[config.mk]
export PLATFORM = sky130hd
export DESIGN_NAME = uart_tx_unit
export DESIGN_NICKNAME = d
export VERILOG_FILES = /design/src/rtl/uart_tx_unit.sv
export SDC_FILE = /design/constraint.sdc
export NUM_CORES = 1
export LEC_CHECK = 0
export ABC_AREA = 1
export ABC_CLOCK_PERIOD_IN_PS = 5650
export CAP_MARGIN = 25
export CELL_PAD_IN_SITES_DETAIL_PLACEMENT = 1
export CELL_PAD_IN_SITES_GLOBAL_PLACEMENT = 2
export CORE_MARGIN = 10
export CORE_UTILIZATION = 30
export DETAILED_ROUTE_END_ITERATION = 16
export GPL_TIMING_DRIVEN = 0
export HOLD_SLACK_MARGIN = 0.1
export PLACE_DENSITY = 0.92
export SKIP_CTS_REPAIR_TIMING = 1
export SYNTH_ARGS = -nofsm -noshare
export SYNTH_HDL_FRONTEND = slang
export SYNTH_SLANG_ARGS = --single-unit
[constraint.sdc]
create_clock -name clk -period 5.65 [get_ports clk]
set_input_delay 0.8475 -clock clk [delete_from_list [all_inputs] [get_ports clk]]
set_output_delay 0.8475 -clock clk [all_outputs]
set_load 0.01 [all_outputs]
[src/rtl/uart_tx_unit.sv]
// uart_tx_unit: memory-mapped UART transmitter with a small TX FIFO.
//
// Register map (only address[3:2] is decoded):
//   0x0 TXDATA  write pushes wd[7:0] into the FIFO
//   0x4 STATUS  {bit8 parity_cfg, [7:4] count, bit3 overflow, bit2 empty,
//                bit1 full, bit0 busy}; writing bit3=1 clears overflow
//   0x8 CTRL    bit0 enable (read/write, resets to 1)
//   0xC         reads 0, writes ignored
//
// Ports:
//   clk      single clock, rising edge
//   rst      asynchronous active-high reset
//   wd       bus write data
//   address  bus byte address
//   we       bus write strobe
//   rd       bus read data, combinational from address and state
//   tx       serial line, idles high
//
// Build option: define UART_TX_PARITY_EN to add an even-parity bit between
// the data bits and the stop bit (11-bit frame instead of 10).
module uart_tx_unit #(
  parameter int DATA_WIDTH = 32,
  parameter int CLK_FREQ   = 50000000,
  parameter int BAUD       = 115200,
  parameter int FIFO_DEPTH = 4
) (
  input  logic                  clk,
  input  logic                  rst,
  input  logic [DATA_WIDTH-1:0] wd,
  input  logic [DATA_WIDTH-1:0] address,
  input  logic                  we,
  output logic [DATA_WIDTH-1:0] rd,
  output logic                  tx
);

  localparam int CLKS_PER_BIT = CLK_FREQ / BAUD;
  localparam int CNT_W = (CLKS_PER_BIT > 1) ? $clog2(CLKS_PER_BIT) : 1;
  localparam int AW = $clog2(FIFO_DEPTH);
  localparam int CW = AW + 1;
  localparam logic [CNT_W-1:0] BAUD_LAST = CNT_W'(CLKS_PER_BIT - 1);
  localparam logic [CW-1:0] DEPTH_C = CW'(FIFO_DEPTH);
`ifdef UART_TX_PARITY_EN
  localparam logic PARITY_CFG = 1'b1;
`else
  localparam logic PARITY_CFG = 1'b0;
`endif

  typedef enum logic [2:0] {
    S_IDLE  = 3'd0,
    S_START = 3'd1,
    S_DATA  = 3'd2,
`ifdef UART_TX_PARITY_EN
    S_PARITY = 3'd4,
`endif
    S_STOP  = 3'd3
  } state_t;

  state_t state_reg, state_next;

  logic [CNT_W-1:0] baud_cnt_reg;
  logic [2:0]       bit_cnt_reg;
  logic [7:0]       shift_reg;
  logic             enable_reg;
  logic             overflow_reg;
  logic [7:0]       mem [FIFO_DEPTH];
  logic [AW-1:0]    wr_ptr_reg, rd_ptr_reg;
  logic [CW-1:0]    count_reg;
  logic [7:0]       head;
  logic [3:0]       count_nib;
  logic [1:0]       sel;
  logic full, empty, bit_done, start_ok, pop, push, ovf_event, busy;
  logic txdata_wr, status_wr, ctrl_wr;

  // Address bits outside [3:2] and the upper write-data bits carry no meaning here.
  logic unused_bits;
  assign unused_bits = ^{wd[DATA_WIDTH-1:8], address[DATA_WIDTH-1:4], address[1:0]};

  assign sel       = address[3:2];
  assign txdata_wr = we && (sel == 2'd0);
  assign status_wr = we && (sel == 2'd1);
  assign ctrl_wr   = we && (sel == 2'd2);

  assign full     = (count_reg == DEPTH_C);
  assign empty    = (count_reg == '0);
  assign head     = mem[rd_ptr_reg];
  assign bit_done = (baud_cnt_reg == BAUD_LAST);
  assign start_ok = !empty && enable_reg;

  // A frame is launched from IDLE, or chained directly off the last stop-bit cycle.
  assign pop = start_ok && ((state_reg == S_IDLE) || ((state_reg == S_STOP) && bit_done));

  // A pop in the same cycle frees a slot, so a push into a full FIFO still lands.
  assign push      = txdata_wr && (!full || pop);
  assign ovf_event = txdata_wr && full && !pop;

  generate
    if (CW >= 4) begin : g_cnt_trunc
      assign count_nib = count_reg[3:0];
    end else begin : g_cnt_pad
      assign count_nib = {{(4-CW){1'b0}}, count_reg};
    end
  endgenerate

  // FSM: state register
  always_ff @(posedge clk or posedge rst) begin
    if (rst) state_reg <= S_IDLE;
    else     state_reg <= state_next;
  end

  // FSM: next-state logic
  always_comb begin
    state_next = state_reg;
    case (state_reg)
      S_IDLE:  if (start_ok) state_next = S_START;
      S_START: if (bit_done) state_next = S_DATA;
`ifdef UART_TX_PARITY_EN
      S_DATA:   if (bit_done && bit_cnt_reg == 3'd7) state_next = S_PARITY;
      S_PARITY: if (bit_done) state_next = S_STOP;
`else
      S_DATA:  if (bit_done && bit_cnt_reg == 3'd7) state_next = S_STOP;
`endif
      S_STOP:  if (bit_done) state_next = start_ok ? S_START : S_IDLE;
      default: state_next = S_IDLE;
    endcase
  end

`ifdef UART_TX_PARITY_EN
  logic parity_reg;
  always_ff @(posedge clk or posedge rst) begin
    if (rst)      parity_reg <= 1'b0;
    else if (pop) parity_reg <= ^head;
  end
`endif

  // FSM: outputs
  always_comb begin
    tx   = 1'b1;
    busy = 1'b1;
    case (state_reg)
      S_IDLE:   busy = 1'b0;
      S_START:  tx = 1'b0;
      S_DATA:   tx = shift_reg[0];
`ifdef UART_TX_PARITY_EN
      S_PARITY: tx = parity_reg;
`endif
      default:  tx = 1'b1;
    endcase
  end

  // Bit timing and shift register
  always_ff @(posedge clk or posedge rst) begin
    if (rst) begin
      baud_cnt_reg <= '0;
      bit_cnt_reg  <= '0;
      shift_reg    <= '0;
    end else begin
      if (state_reg == S_IDLE || bit_done) baud_cnt_reg <= '0;
      else                                 baud_cnt_reg <= baud_cnt_reg + CNT_W'(1);

      if (state_reg != S_DATA) bit_cnt_reg <= '0;
      else if (bit_done)       bit_cnt_reg <= bit_cnt_reg + 3'd1;

      if (pop)                                 shift_reg <= head;
      else if (state_reg == S_DATA && bit_done) shift_reg <= {1'b0, shift_reg[7:1]};
    end
  end

  // FIFO storage: no reset so it maps onto plain memory.
  always_ff @(posedge clk) begin
    if (push) mem[wr_ptr_reg] <= wd[7:0];
  end

  // FIFO bookkeeping and control/status registers
  always_ff @(posedge clk or posedge rst) begin
    if (rst) begin
      wr_ptr_reg   <= '0;
      rd_ptr_reg   <= '0;
      count_reg    <= '0;
      overflow_reg <= 1'b0;
      enable_reg   <= 1'b1;
    end else begin
      if (push) wr_ptr_reg <= wr_ptr_reg + AW'(1);
      if (pop)  rd_ptr_reg <= rd_ptr_reg + AW'(1);
      case ({push, pop})
        2'b10:   count_reg <= count_reg + CW'(1);
        2'b01:   count_reg <= count_reg - CW'(1);
        default: count_reg <= count_reg;
      endcase
      // A new overflow wins over a clear in the same cycle.
      if (ovf_event)                overflow_reg <= 1'b1;
      else if (status_wr && wd[3])  overflow_reg <= 1'b0;
      if (ctrl_wr) enable_reg <= wd[0];
    end
  end

  // Read mux
  always_comb begin
    rd = '0;
    case (sel)
      2'd1: begin
        rd[0]   = busy;
        rd[1]   = full;
        rd[2]   = empty;
        rd[3]   = overflow_reg;
        rd[7:4] = count_nib;
        rd[8]   = PARITY_CFG;
      end
      2'd2:    rd[0] = enable_reg;
      default: rd = '0;
    endcase
  end

endmodule
==> out/results.ini, run 1 <==
[floorplan]
core_region_area_um2 = 10370
die_area_um2 = 15240
core.rowCount = 37
ios = 100
die_x_um = 123.4
die_h_um = 123.4
start_util_pct = 30.95

[cells_and_area]
diodes = 0
n_fill_cell = 1202
final_cell_mix = inv_1 (40), nor2_1 (34), nand2_1 (33)
area_delta_synth_final_pct = 20.78
final_common_cell = inv_1
largest_reg_flops = 32
final_core_util_pct = 37.38
fin_nets = 464
drive_above_1_share_pct = 18.13

[logic_synthesis]
synth_xor_area_share_pct = 0.8187
synth_top_family_by_area = simple AND/OR/NAND/NOR gates
synth_edf_count = 32
synthAdderAreaFrac_pct = 6.472
synth-seq-cells = 63
yosys.area_share.simple_pct = 17.12
synth_mux_area_share_pct = 0
ys_warn_count = 0
syn_area_per_cell_um2 = 9.875
synth_ff_type = edfxtp_1
synth-seq-area-share_pct = 54.15
async_reset_ff_share_pct = 49.21
synth.distinct_cells = 35
synthCells = 325
synth_compound_area_share_pct = 9.006
syn_area_um2 = 3209

[clock_network]
cts_tree = yes
cts.sinks = 63
clockBufferDepth = 2
clk_latency_ps = 330
cts_buffers = 9
htree_levels = 3
cts.reportedPaths.clkPinSlew_ps = 70
clockRootBuffer = clkbuf_8

[route]
drt-pass1-iter-count = 4
routed_wl_um = 7012
drc = 0
wl_per_cell_um = 13.43
vias = 2274
vias_per_cell = 4.356
detail-route-antenna-nets = 0
drt-initial-drc-count = 65

[timing]
relSlewSlack_pct = 43.92
setup_ws_ps = 2311
hold-worst-slack_ps = 507.6
hold_violations = 0
period_share_pct = 59.11
finalCriticalPeriod_ps = 3339
tightest_slew_ps = 838.2
final.setup.tns_ps = 0
clock_skew_ps = 9.392
drv_slew = 0
setup_viol = 0
max_freq_mhz = 299.5
rsz0062_at_grt = no

[global_route]
grt_pass1_vias = 2536
grt_pass1_wl_um = 12100
overflow = 0
antenna_found_initial = 0
grt_use_total_pct = 9.819
grt_max_degree = 19

[placed_design]
port_buffers = 20
dp_slack_ps = 2284
gp_congestion = 0.8007
dpl.hpwl_um = 5424

[critical_path]
cp_data_arrival_time_ps = 2490
reg2reg_from = baud_cnt_reg[1]$_DFF_PP0_
startpoint = address[3]
critPathMaxFanout = 7
cp_data_required_time_ps = 4800
startpoint_type = primary input
cp-end-kind = output pin
ff2ff_setup_slack_ps = 3220
critical_path_class = primary input to output pin

[power_and_ir_drop]
p_leak_uw = 0.001768
vdd_drop_max_v = 0.0001796
powerDensity_nw_per_um2 = 413.8

[min_path]
min_from = baud_cnt_reg[0]$_DFF_PP0_
hold_class = flop to flop

[status]
status = finished, final reports clean

[run]
max_cap_viol_count = 0

-- synth_stat cells (3+ instances only) --
| cell type | count | area, um^2 |
|---|---|---|
| nor2_2 | 4 | 25.02 |
| nand3_1 | 22 | 110.1 |
| or2_2 | 3 | 18.77 |
| xor2_1 | 3 | 26.28 |
| nor3_1 | 5 | 25.02 |
| o22ai_1 | 7 | 43.79 |
| a21oi_1 | 9 | 45.04 |
| dfrtp_1 | 30 | 750.7 |
| o211ai_1 | 4 | 30.03 |
| nand2_1 | 33 | 123.9 |
| o21ai_0 | 21 | 105.1 |
| nand2_2 | 7 | 43.79 |
| buf_2 | 4 | 20.02 |
| inv_1 | 40 | 150.1 |
| edfxtp_1 | 32 | 960.9 |
| nor2_1 | 34 | 127.6 |
| buf_4 | 25 | 187.7 |
| inv_2 | 3 | 11.26 |
| o21ai_1 | 5 | 25.02 |
| ha_1 | 15 | 187.7 |
-- final timing paths --
check                                             to  cells past startpoint
setup / recovery                               rd[0]                      6
hold / removal             baud_cnt_reg[0]$_DFF_PP0_                      1
setup reg to reg                 mem[3][4]$_DFFE_PP_                     10
hold reg to reg            baud_cnt_reg[0]$_DFF_PP0_                      1
max in group asynchronous     enable_reg$_DFFE_PP1P_                      3
min in group asynchronous  baud_cnt_reg[3]$_DFF_PP0_                      2
-- per-stage QoR --
| stage | cells | total power [uW] | cell area, um^2 |
|---|---|---|---|
| global placement | 505 | 1226 | 3670 |
| CTS | 522 | 1630 | 3876 |
| detailed placement | 506 | 1266 | 3697 |
| floorplan | 349 | 1079 | 3299 |
| global route | 522 | 1744 | 3876 |
| finish | 522 | 1604 | 3876 |
-- final cells by class --
| type | instances | area (um^2) | share of cell area (%) |
|---|---|---|---|
| Buffer | 32 | 234.0 | 6.036 |
| Clock inverter | 7 | 55.05 | 1.420 |
| Timing Repair Buffer | 21 | 227.7 | 5.875 |
| Tap cell | 136 | 170.2 | 4.390 |
| Multi-Input combinational cell | 211 | 1166 | 30.08 |
| Sequential cell | 63 | 1738 | 44.84 |
| Inverter | 43 | 161.4 | 4.164 |
| Clock buffer | 9 | 123.9 | 3.196 |
-- layer usage --
layer / track usage (%) / up-vias / part of all wire, %
li1: - / 1136 / -
met1: 11.31 / 1092 / 44
met2: 17.31 / 38 / 50
met3: 2.507 / 8 / 4.5
met4: 3.348 / 0 / 1.1
met5: 0 / - / 0
-- power breakdown --
| part | switching (uW) | internal [uW] | total [uW] |
|---|---|---|---|
| sequential | 55.3 | 573 | 629 |
| clock | 192 | 163 | 356 |
| combinational | 384 | 235 | 620 |
-- critical path: stages --
cell	delay, ps
clkdlybuf4s50_1	430
inv_1	100
ha_1	310
nand2_1	100
a21boi_0	150
clkdlybuf4s50_1	560
-- cells by family (layout without fill, tap and decap cells) --
| kind of cell | Yosys count | in the layout |
|---|---|---|
| AND/OR/NAND/NOR | 116 | 116 |
| buffers and inverters | 75 | 112 |
| flip-flops | 63 | 63 |
| AO/OA/AOI/OAI | 51 | 51 |
| adder cells (fa/ha/maj) | 16 | 16 |
| XOR/XNOR | 3 | 3 |
| other | 1 | 25 |
Note: power is estimated with default switching activity, not from simulation.
==> run 2, diff against run 1 <==
--- a/config.mk
+++ b/config.mk
@@ -6,16 +6,16 @@
 export NUM_CORES = 1
 export LEC_CHECK = 0
 export ABC_AREA = 1
-export ABC_CLOCK_PERIOD_IN_PS = 5650
+export ABC_CLOCK_PERIOD_IN_PS = 3250
 export CAP_MARGIN = 25
 export CELL_PAD_IN_SITES_DETAIL_PLACEMENT = 1
 export CELL_PAD_IN_SITES_GLOBAL_PLACEMENT = 2
 export CORE_MARGIN = 10
-export CORE_UTILIZATION = 30
+export CORE_UTILIZATION = 28
 export DETAILED_ROUTE_END_ITERATION = 16
 export GPL_TIMING_DRIVEN = 0
 export HOLD_SLACK_MARGIN = 0.1
-export PLACE_DENSITY = 0.92
+export PLACE_DENSITY = 0.87
 export SKIP_CTS_REPAIR_TIMING = 1
 export SYNTH_ARGS = -nofsm -noshare
 export SYNTH_HDL_FRONTEND = slang
==> constraint.sdc (replaced) <==
create_clock -name clk -period 3.25 [get_ports clk]
set_input_delay 0.4875 -clock clk [delete_from_list [all_inputs] [get_ports clk]]
set_output_delay 0.4875 -clock clk [all_outputs]
set_load 0.01 [all_outputs]
==> out/results.ini, run 2 (synthesis results as in run 1) <==
[placed_design]
port_buffers = 20  ; unchanged
dp_slack_ps = 538.3  ; -1746 ps
dpl.hpwl_um = 5248  ; -3.2%
gp_congestion = 0.7303  ; -8.8%

[global_route]
grt_pass1_vias = 2473  ; -2.5%
grt_pass1_wl_um = 12060  ; -0.34%
overflow = 0  ; unchanged
grt_max_degree = 18  ; -1
antenna_found_initial = 0  ; unchanged
grt_use_total_pct = 9.036  ; -0.78 points

[critical_path]
critPathMaxFanout = 7  ; unchanged
reg2reg_from = state_reg[0]$_DFFE_PP0P_
r2r_cells = 8  ; -2
cp_data_arrival_time_ps = 2140  ; -350 ps
cp_data_required_time_ps = 2760  ; -2040 ps
critical_path_class = primary input to output pin
rr_endpoint = mem[3][1]$_DFFE_PP_
startpoint_type = primary input
cp-end-kind = output pin
ff2ff_setup_slack_ps = 870  ; -2350 ps

[timing]
relSlewSlack_pct = 43.13  ; -0.79 points
hold_violations = 0  ; unchanged
max_freq_mhz = 380.9
drv_slew = 0  ; unchanged
rsz0062_at_grt = no
clock_skew_ps = 5.087  ; -4.305 ps
period_share_pct = 80.79
finalCriticalPeriod_ps = 2626
tightest_slew_ps = 849.9  ; +11.75 ps
setup_ws_ps = 624.4  ; -1686 ps
final.setup.tns_ps = 0  ; unchanged
setup_viol = 0  ; unchanged

[route]
drt-pass1-iter-count = 4  ; unchanged
vias_per_cell = 4.289  ; -1.5%
drt-initial-drc-count = 69  ; +6.2%
drc = 0  ; unchanged
vias = 2269  ; -0.22%
detail-route-antenna-nets = 0  ; unchanged
routed_wl_um = 6889  ; -1.8%
wl_per_cell_um = 13.02  ; -3.1%

[clock_network]
htree_levels = 3  ; unchanged
cts.reportedPaths.clkPinSlew_ps = 50  ; -20 ps
clk_latency_ps = 320  ; about the same
clockRootBuffer = clkbuf_16
cts_tree = yes
cts_buffers = 9  ; unchanged
clockBufferDepth = 2  ; unchanged
cts.sinks = 63  ; unchanged

[status]
status = finished, final reports clean

[cells_and_area]
area_delta_synth_final_pct = 25.26
diodes = 0  ; unchanged
ff_latch_area_um2 = 1738  ; unchanged
final_common_cell = inv_1
drive_above_1_share_pct = 17.62  ; -0.52 points
largest_reg_flops = 32  ; unchanged
n_fill_cell = 1294  ; +7.7%
fin_nets = 464  ; unchanged
multi_input_area_um2 = 1166  ; unchanged
final_cell_mix = inv_1 (40), nor2_1 (34), nand2_1 (33)

[power_and_ir_drop]
p_leak_uw = 0.001832  ; +3.6%
powerDensity_nw_per_um2 = 789.5  ; +91%
vdd_drop_max_v = 0.0003917  ; +120%

[floorplan]
die_area_um2 = 16140  ; +6.0%
die_h_um = 127.1  ; +2.9%
core.rowCount = 39  ; +5.4%
core_region_area_um2 = 11320  ; +9.2%
start_util_pct = 28.35  ; -2.6 points
ios = 100  ; unchanged
die_x_um = 127.1  ; +2.9%

[min_path]
min_from = baud_cnt_reg[0]$_DFF_PP0_
hold_path_end = baud_cnt_reg[0]$_DFF_PP0_
hold_class = flop to flop
hold_path_depth = 1  ; unchanged

[run]
max_cap_viol_count = 0  ; unchanged

==> run 2: stage by stage <==
stage	util [%]	total power, uW	hold WS [ps]	instances	instance area [um^2]
final	35.51	3174	496.3	529	4020
after global routing	35.51	3442	528.2	529	4020
after CTS	35.51	3223	498.8	529	4020
after detailed placement	32.74	2194	490.2	513	3706
after global placement	32.49	2138	485.3	512	3679
after floorplan	-	1876	452.8	349	3299
==> run 2: power breakdown <==
part           switching, uW  internal, uW  leakage, uW
Clock                    343           668     0.000150
Combinational            660           408      0.00100
Sequential              96.0           999     0.000677
Total                   1100          2070      0.00183
==> run 2: final cells by class <==
class	instances	area share [%]
Clock buffer	10	5.696
Buffer	32	5.820
Inverter	43	4.015
Sequential cell	63	43.23
Multi-Input combinational cell	211	29.01
Tap cell	143	4.451
Timing Repair Buffer	21	5.664
Clock inverter	6	2.116
==> run 2: worst max path at each step <==
stage	cells after the start	slack [ps]	startpoint	to
after floorplan	8	1340	state_reg[0]$_DFFE_PP0P_	mem[0][0]$_DFFE_PP_
after global placement	7	610	address[2]	mem[3][6]$_DFFE_PP_
after detailed placement	7	540	address[2]	mem[3][6]$_DFFE_PP_
after CTS	6	590	address[3]	rd[0]
after global routing	6	440	address[3]	rd[0]
final	6	620	address[3]	rd[0]
==> run 2: per-layer routing <==
metal,vias to the layer above,track usage [%],wire [um]
li1,1143,-,-
met1,1070,10.43,2951
met2,48,15.34,3419
met3,8,3.309,441
met4,0,2.612,77
met5,-,0,0
==> run 2: critical path, stage by stage <==
cell             delay [ps]
clkdlybuf4s50_1         430
inv_1                    90
ha_1                    300
nand2_1                 100
a21boi_0                180
clkdlybuf4s50_1         560
